### src/rtl/alu_pkg.sv
// Shared definitions for the sequential ALU controller: opcodes, FSM states
// and the default operand width.
package alu_pkg;

    localparam int WIDTH_DEF = 8;

    localparam logic [1:0] OP_ADD = 2'b00;
    localparam logic [1:0] OP_SUB = 2'b01;
    localparam logic [1:0] OP_MUL = 2'b10;
    localparam logic [1:0] OP_DIV = 2'b11;

    typedef enum logic [1:0] {
        S_IDLE = 2'd0,
        S_CALC = 2'd1,
        S_DONE = 2'd2
    } state_t;

endpackage

### src/rtl/muldiv_iter.sv
// Iterative multiply/divide datapath: one shift-add or restoring
// shift-subtract step per enable. Accumulator holds {hi, lo}.
module muldiv_iter
    import alu_pkg::*;
#(
    parameter int WIDTH = WIDTH_DEF,
    parameter int SW    = $clog2(WIDTH)
) (
    input  logic                 clk,
    input  logic                 rst,
    input  logic                 i_load,
    input  logic                 i_en,
    input  logic                 i_div,
    input  logic [WIDTH-1:0]     i_a,
    input  logic [WIDTH-1:0]     i_b,
    output logic [2*WIDTH-1:0]   o_acc,
    output logic [SW-1:0]        o_step
);

    logic [2*WIDTH-1:0] r_acc;
    logic [WIDTH-1:0]   r_opnd;
    logic [SW-1:0]      r_step;
    logic               r_div;

    logic [WIDTH-1:0]   w_hi;
    logic [WIDTH-1:0]   w_lo;
    logic [WIDTH:0]     w_add;
    logic [WIDTH:0]     w_rem_sh;
    logic [WIDTH:0]     w_trial;
    logic [2*WIDTH-1:0] w_next;

    always_comb begin
        w_hi     = r_acc[2*WIDTH-1:WIDTH];
        w_lo     = r_acc[WIDTH-1:0];
        w_add    = {1'b0, w_hi} + (w_lo[0] ? {1'b0, r_opnd} : '0);
        w_rem_sh = {w_hi, w_lo[WIDTH-1]};
        // Remainder stays below the divisor, so bit WIDTH of the trial is a clean borrow.
        w_trial  = w_rem_sh - {1'b0, r_opnd};
        w_next   = '0;
        if (!r_div)
            w_next = {w_add, w_lo[WIDTH-1:1]};
        else if (w_trial[WIDTH])
            w_next = {w_rem_sh[WIDTH-1:0], w_lo[WIDTH-2:0], 1'b0};
        else
            w_next = {w_trial[WIDTH-1:0], w_lo[WIDTH-2:0], 1'b1};
    end

    always_ff @(posedge clk or posedge rst) begin
        if (rst) begin
            r_acc  <= '0;
            r_opnd <= '0;
            r_step <= '0;
            r_div  <= 1'b0;
        end else if (i_load) begin
            r_acc  <= {{WIDTH{1'b0}}, i_a};
            r_opnd <= i_b;
            r_step <= '0;
            r_div  <= i_div;
        end else if (i_en) begin
            r_acc  <= w_next;
            r_step <= r_step + SW'(1);
        end
    end

    assign o_acc  = r_acc;
    assign o_step = r_step;

endmodule

### src/rtl/alu_seq_ctrl.sv
// Sequential ALU controller: accepts one command at a time, runs add/sub in a
// single cycle and mul/div through muldiv_iter, then reports result and flags.
//
// state  | meaning
// S_IDLE | waiting for start; operands latched on accept
// S_CALC | iterating (r_fin low), then registering result/flags
// S_DONE | one-cycle done pulse; back to IDLE next edge
module alu_seq_ctrl
    import alu_pkg::*;
#(
    parameter int WIDTH = WIDTH_DEF
) (
    input  logic                 clk,
    input  logic                 rst,
    input  logic                 start,
    input  logic [1:0]           op,
    input  logic [WIDTH-1:0]     a,
    input  logic [WIDTH-1:0]     b,
    output logic                 busy,
    output logic                 done,
    output logic [2*WIDTH-1:0]   result,
    output logic                 zero,
    output logic                 sign,
    output logic                 carry,
    output logic                 parity,
    output logic                 overflow,
    output logic                 dbz
);

    localparam int SW = $clog2(WIDTH);

    state_t             r_state;
    logic [1:0]         r_op;
    logic [WIDTH-1:0]   r_a;
    logic [WIDTH-1:0]   r_b;
    logic               r_md;
    logic               r_dbz;
    logic               r_fin;
    logic               r_busy;
    logic               r_done;
    logic [2*WIDTH-1:0] r_result;
    logic               r_zero, r_sign, r_carry, r_parity, r_overflow, r_dbz_flag;

    logic               w_accept;
    logic               w_iter_en;
    logic [2*WIDTH-1:0] w_acc;
    logic [SW-1:0]      w_step;
    logic               w_last;
    logic [WIDTH:0]     w_sum;
    logic [WIDTH:0]     w_diff;
    logic [2*WIDTH-1:0] w_result;
    logic               w_wide;
    logic               w_zero, w_sign, w_carry, w_parity, w_overflow, w_dbz;

    assign w_accept  = (r_state == S_IDLE) && start;
    assign w_iter_en = (r_state == S_CALC) && !r_fin && r_md;
    assign w_last    = (w_step == SW'(WIDTH - 1));

    muldiv_iter #(.WIDTH(WIDTH), .SW(SW)) u_iter (
        .clk    (clk),
        .rst    (rst),
        .i_load (w_accept),
        .i_en   (w_iter_en),
        .i_div  (op == OP_DIV),
        .i_a    (a),
        .i_b    (b),
        .o_acc  (w_acc),
        .o_step (w_step)
    );

    always_comb begin
        w_sum      = {1'b0, r_a} + {1'b0, r_b};
        w_diff     = {1'b0, r_a} - {1'b0, r_b};
        w_result   = '0;
        w_wide     = 1'b0;
        w_carry    = 1'b0;
        w_overflow = 1'b0;
        w_dbz      = 1'b0;
        case (r_op)
            OP_ADD: begin
                w_result   = {{WIDTH{1'b0}}, w_sum[WIDTH-1:0]};
                w_carry    = w_sum[WIDTH];
                w_overflow = (r_a[WIDTH-1] == r_b[WIDTH-1]) && (w_sum[WIDTH-1] != r_a[WIDTH-1]);
            end
            OP_SUB: begin
                w_result   = {{WIDTH{1'b0}}, w_diff[WIDTH-1:0]};
                w_carry    = w_diff[WIDTH];
                w_overflow = (r_a[WIDTH-1] != r_b[WIDTH-1]) && (w_diff[WIDTH-1] != r_a[WIDTH-1]);
            end
            OP_MUL: begin
                w_result   = w_acc;
                w_wide     = 1'b1;
                w_overflow = |w_acc[2*WIDTH-1:WIDTH];
            end
            default: begin
                w_result = w_acc;
            end
        endcase
        if (w_wide) begin
            w_zero   = (w_result == '0);
            w_sign   = w_result[2*WIDTH-1];
            w_parity = ^w_result;
        end else begin
            w_zero   = (w_result[WIDTH-1:0] == '0);
            w_sign   = w_result[WIDTH-1];
            w_parity = ^w_result[WIDTH-1:0];
        end
        // Divide by zero reports only dbz, even though the result reads as zero.
        if (r_dbz) begin
            w_result   = '0;
            w_zero     = 1'b0;
            w_sign     = 1'b0;
            w_carry    = 1'b0;
            w_parity   = 1'b0;
            w_overflow = 1'b0;
            w_dbz      = 1'b1;
        end
    end

    always_ff @(posedge clk or posedge rst) begin
        if (rst) begin
            r_state    <= S_IDLE;
            r_op       <= OP_ADD;
            r_a        <= '0;
            r_b        <= '0;
            r_md       <= 1'b0;
            r_dbz      <= 1'b0;
            r_fin      <= 1'b0;
            r_busy     <= 1'b0;
            r_done     <= 1'b0;
            r_result   <= '0;
            r_zero     <= 1'b0;
            r_sign     <= 1'b0;
            r_carry    <= 1'b0;
            r_parity   <= 1'b0;
            r_overflow <= 1'b0;
            r_dbz_flag <= 1'b0;
        end else begin
            r_done <= 1'b0;
            case (r_state)
                S_IDLE: begin
                    if (start) begin
                        r_state <= S_CALC;
                        r_busy  <= 1'b1;
                        r_op    <= op;
                        r_a     <= a;
                        r_b     <= b;
                        r_dbz   <= (op == OP_DIV) && (b == '0);
                        r_md    <= (op == OP_MUL) || ((op == OP_DIV) && (b != '0));
                        r_fin   <= 1'b0;
                    end
                end
                S_CALC: begin
                    if (!r_fin) begin
                        r_fin <= !r_md || w_last;
                    end else begin
                        r_state    <= S_DONE;
                        r_done     <= 1'b1;
                        r_result   <= w_result;
                        r_zero     <= w_zero;
                        r_sign     <= w_sign;
                        r_carry    <= w_carry;
                        r_parity   <= w_parity;
                        r_overflow <= w_overflow;
                        r_dbz_flag <= w_dbz;
                    end
                end
                S_DONE: begin
                    r_state <= S_IDLE;
                    r_busy  <= 1'b0;
                end
                default: begin
                    r_state <= S_IDLE;
                    r_busy  <= 1'b0;
                end
            endcase
        end
    end

    assign busy     = r_busy;
    assign done     = r_done;
    assign result   = r_result;
    assign zero     = r_zero;
    assign sign     = r_sign;
    assign carry    = r_carry;
    assign parity   = r_parity;
    assign overflow = r_overflow;
    assign dbz      = r_dbz_flag;

endmodule

### config.mk
export PLATFORM = sky130hd
export DESIGN_NAME = alu_seq_ctrl
export DESIGN_NICKNAME = d
export VERILOG_FILES = /design/src/rtl/alu_pkg.sv /design/src/rtl/muldiv_iter.sv /design/src/rtl/alu_seq_ctrl.sv
export SDC_FILE = /design/constraint.sdc
export NUM_CORES = 1
export LEC_CHECK = 0
export CAP_MARGIN = 0
export CORE_UTILIZATION = 50
export DETAILED_ROUTE_END_ITERATION = 10
export PLACE_DENSITY = 0.78
export SKIP_LAST_GASP = 1
export SYNTH_ARGS = -nofsm -noshare
export SYNTH_HDL_FRONTEND = slang
export SYNTH_SLANG_ARGS = --single-unit
export TNS_END_PERCENT = 30
### constraint.sdc
create_clock -name clk -period 3.3 [get_ports clk]
set_clock_uncertainty 0.15 [all_clocks]
set_input_delay 0.66 -clock clk [delete_from_list [all_inputs] [get_ports clk]]
set_output_delay 0.66 -clock clk [all_outputs]
set_load 0.02 [all_outputs]
; ---- Yosys cells after proc, flatten, opt, wreduce, memory -nomap -nowiden
; Index checks and enable logic that the tools add are counted.
[op_classes]
addsub = 5
n_reduce_logical = 27
mux = 31
bitwise_logic = 1
n_eq_ne = 12
[op_table]
columns = operator, n
row1 = 16-bit two-way mux, 5
row2 = 16-bit case mux with 2 select lines, 1
row3 = 16-bit logical NOT, 1
row4 = 8-bit logical NOT, 2
row5 = 16-bit XOR reduction, 1
row6 = 1-bit two-way mux, 15
row7 = 2-bit AND reduction, 5
row8 = 8-bit by 8-bit adder with 9-bit output, 1
row9 = 8-bit by 9-bit adder with 9-bit output, 1
row10 = 8-bit by 8-bit subtractor with 9-bit output, 1
row11 = 9-bit by 8-bit subtractor with 9-bit output, 1
row12 = 8-bit two-way mux, 1
row13 = 8-bit nonzero test, 1
row14 = 8-bit OR reduction, 1
row15 = 8-bit XOR reduction, 1
row16 = 1-bit logical AND, 7
row17 = 2-bit == test (second input constant), 3
row18 = 3-bit two-way mux, 2
row19 = 1-bit case mux with 2 select lines, 3
row20 = 2-bit by 1-bit == test with 1-bit output (second input constant), 2
row21 = 2-bit logical NOT, 2
row22 = 2-bit two-way mux, 2
row23 = 2-bit inequality test (second input constant), 2
row24 = 2-bit case mux with 2 select lines, 1
row25 = 9 further kinds, 14
[word_totals]
out_inout_bits = 24
word_cells = 96
ff_bits = 75
in_bits = 21

; ---- Depth between registers and ports, before layout
[logic_depth]
word_depth = 5
mapped_depth = 14
ltp_nobuf = 14

; ---- Cells and area by module
; A second synthesis with hierarchy kept.
[unflattened]
hier_cells = 567
hier_area_um2 = 4966.0
[by_module_without_submodules]
columns = mod, cells_each, n_inst, area_each_um2, seq_area_each_um2
row1 = alu_seq_ctrl, 334, 1, 2917.8, 1176.1
row2 = muldiv_iter, 233, 1, 2048.2, 700.7

; ---- Least setup slack after synthesis
; No wires, ideal clock.
[synth_path]
path_kind = register to register
from = register r_b[1]
to = register r_parity, in the netlist parity
path_stages_with_launch = 14
arrival_ns = 3.166
setup_slack_ns = -0.138
path_buffers = 0
synth_period_minus_slack_ns = 3.438
t_required_ns = 3.028
setup_ns = 0.122
path_cell_list = dfrtp_1 > inv_1 > ha_1 > nor2b_1 > o31a_1 > o21a_1 > and4_1 > a2111oi_4 > o21ai_1 > ha_1 > xnor2_1 > xnor2_1 > or3_1 > a32o_1
[synth_between]
elab_chain_cells = 5
word_cells_on_any_way = 7
classes_between = add/sub: 2 / mux: 3 / reduce/logical: 2
[synth_lines]
columns = element, line
row1 = start: declaration, alu_seq_ctrl.sv:35  ; logic [WIDTH-1:0] r_b;
row2 = start signal: assignment, alu_seq_ctrl.sv:125  ; r_b <= '0;
row3 = start signal: assignment, alu_seq_ctrl.sv:147  ; r_b <= b;
row4 = 8-bit by 8-bit subtractor with 9-bit output or 8-bit by 8-bit adder with 9-bit output (tied branches), "alu_seq_ctrl.sv:73, alu_seq_ctrl.sv:72"
row5 = 16-bit case mux with 2 select lines *, alu_seq_ctrl.sv:79  ; case (r_op)
row6 = 16-bit XOR reduction or 8-bit XOR reduction (tied branches), "alu_seq_ctrl.sv:102, alu_seq_ctrl.sv:106"
row7 = 1-bit two-way mux *, alu_seq_ctrl.sv:99  ; if (w_wide) begin
row8 = 1-bit two-way mux *, alu_seq_ctrl.sv:109  ; if (r_dbz) begin
row9 = end signal: assignment, alu_seq_ctrl.sv:163  ; r_parity <= w_parity;
row10 = end: declaration, alu_seq_ctrl.sv:42  ; logic r_zero, r_sign, r_carry, r_parity, r_overflow, r_dbz_flag;
; Every way passes the cells marked *; elsewhere a longest branch is shown, timed or not.
; A chain may end at the register's enable or synchronous reset.

; ---- Worst setup path in the final report
; Ends and elaborated chain as after synthesis.

==> metrics.csv <==
metric;value;unit
sequential element share of the synthesized area;35.3;%
Root Buffer Master;clkbuf_8;
number of global-route vias before repair;4359;
DR vias;4277;
Yosys warnings;0;
leakage;2.64;nW
R2R Setup Slk;-0.11;ns
Mapped Avg Cell Area;8.79;µm²
Synth cell types;63;
Tot GR Track Use;27.7;%
critical path launch point type;register;
io pins;45;
CP endpoint kind;register;
final worst slack;-0.108;ns
Pwr Density;1270;nW/µm²
Post-layout nets;671;
Max clock buf depth;2;
Final Wtd Congestion;0.923;
Worst-Skew Late Latency;0.36;ns
Via density;5.95;
grt total ovfl;0;
commonest non-fill, non-tap cell in the layout;nand2_1;
Starting Density;51.6;%
placed insts;701;
largest net degree at the start of global routing;29;
Final Util;62.5;%
Hold Fails Final Rpt;0;
Pins Over Slew Limit;0;
Main synth FF type;dfrtp_1;
critical path class;reg2reg;
Max transition margin;42.0;%
Mapped Area;4740;µm²
H-Tree Depth;3;
Syn Inst Count;540;
max frequency;293;MHz
CTS tree;done;
Synth Net Count;608;
Finished Layout Cells;719;
WP data arrival;3.50;ns
most frequent cells in the layout;nand2_1, dfrtp_1, clkdlybuf4s50_1;
WL/cell;17.4;µm
Buffers on Ports;44;
WHS Path Cells;2;
post-layout min period;3.41;ns
post-route ant nets;0;
Required @ worst endpoint;3.40;ns
Post-synth ARST share;100;%
Area Overhead vs Synth;21.1;%
worst-margin pin slew;0.864;ns
first-pass GRT wire length;21400;µm
unrepaired setup endpoints after global routing;yes;
diode count;0;
EDFF count, synth;0;
Crit Reg-Reg Endpoint;parity;
# rows;35;
Initial DRT Pass Iterations;5;
Worst R2R Path Depth;13;
total core area;9200;µm²
die area;9880;µm²
Die W;99.4;µm
dpl ws;-0.112;ns
placed cell area;5490;µm²
Final Cell Area;5740;µm²
antenna violations before repair;0;
worst r2r src;r_b[1];
hold path startpoint;result[11];
period utilisation layout;103;%
outcome;complete, but fails checks;
hold path endpoint;result[11];
post-DP HPWL;9670;µm
First DRT Iteration DRCs;308;
Post-Route WL;12500;µm
Power Total;7.32;mW
Die Ht;99.4;µm
VDD IR-drop max;0.643;mV
Hold Buf Count CTS;0;
maxcap violations;0;
failing checks;negative setup slack;
TritonCTS Buffers;9;
Num Clock Sinks;67;
FF+latch count, synth;67;
DRC;0;
fraction of layout cells with a size suffix above 1;12.5;%
Setup violations, final;1;
Worst Hold Class;reg2reg;
clock slew at reported path FFs;0.09;ns
CP max FO;2;
-- worst max path at each step --
stage,startpoint,to,slack [ns],cells after the start
2_1_floorplan,r_b[1],parity,-0.02,13
3_3_place_gp,r_a[0],parity,0.008,13
3_5_place_dp,r_b[1],parity,-0.11,13
4_1_cts,r_a[0],parity,-0.06,13
5_1_grt,r_b[2],parity,-0.23,12
6_report,r_b[1],parity,-0.11,13
-- cells by family (layout without fill, tap and decap cells) --
group / Yosys count / count (layout) / share of synthesized area, %
AOI/OAI and AO/OA: 130 / 130 / 18.9
xor gates and xnor gates: 21 / 21 / 3.88
adders and majority gates: 47 / 47 / 13.0
buffers and inverters: 49 / 117 / 3.93
DFF: 67 / 67 / 35.3
muxes: 26 / 26 / 5.75
and+or+nand+nor: 200 / 200 / 19.1
-- sequential cells by signal (all words and copies together) (netlist names), 2 cells and up --
name and flops:
r_b 8, result 16, r_a 8, r_state 2, u_iter.o_acc 16, u_iter.o_step 3
r_op 2
-- cell usage after synthesis, types with 6 or more instances --
cell type   n  area share [%]
nand3_1    17             1.8
clkbuf_1   19             1.5
a21o_1      7             1.1
ha_1       43              11
a22oi_1     7             1.1
mux2i_1    19             4.0
and2_1      8             1.1
xnor2_1    15             2.8
a21oi_1    20             2.1
nand2b_1    6            0.79
nor3_1      8            0.84
a211oi_1    6            0.95
nor2_1     31             2.5
nor2b_1     9             1.2
o21ai_0    31             3.3
inv_1      22             1.7
dfrtp_1    67              35
xor2_1      6             1.1
nand2_1    99             7.8
o31ai_1     7             1.1
o21ai_1    13             1.4
-- area by class of cell --
cell class                      instances  area [µm²]
Timing Repair Buffer                   76         681
Clock buffer                           10         138
Fill cell                             803        3450
Multi-Input combinational cell        424        2970
Tap cell                              111         139
Inverter                               25        93.8
Sequential cell                        67        1680
Clock inverter                          6        40.0
-- worst max-delay path, cell delays in order (launching register included) --
cell,delay (ns)
dfrtp_2,0.42
inv_2,0.08
ha_4,0.20
nand2b_4,0.14
a221o_1,0.35
a31oi_4,0.22
nor2_4,0.06
a2111oi_4,0.36
o21ai_1,0.12
ha_1,0.34
xnor2_2,0.15
xnor2_1,0.13
or3_1,0.31
a32o_1,0.25
-- metrics by stage --
stage / hold WS [ns] / setup TNS, ns
finish: 0.319 / -0.108
global route: 0.344 / -0.232
CTS: 0.324 / -0.0632
detailed placement: 0.307 / -0.112
global placement: 0.302 / 0
floorplan: 0.311 / -0.0193
-- power breakdown --
part           total, mW  switching, mW  leakage (nW)  internal, mW
registers           1.64          0.467         0.857          1.17
logic               5.03           2.64          1.70          2.40
clock network      0.644          0.351        0.0924         0.293
-- metal layers --
metal / part of all wire, % / track usage [%] / vias to the layer above
met5: 0 / 0 / -
met1: 45 / 37.1 / 2074
li1: - / - / 2036
met3: 5.6 / 3.65 / 28
met4: 3.2 / 13.0 / 0
met2: 46 / 44.9 / 139
-- repair_timing --
item,CTS,global route
setup buffers,2,0
pin swaps,5,2
endpoints found under the setup margin,1,1
gates resized for setup,4,8
(Power assumes the default switching activity.)
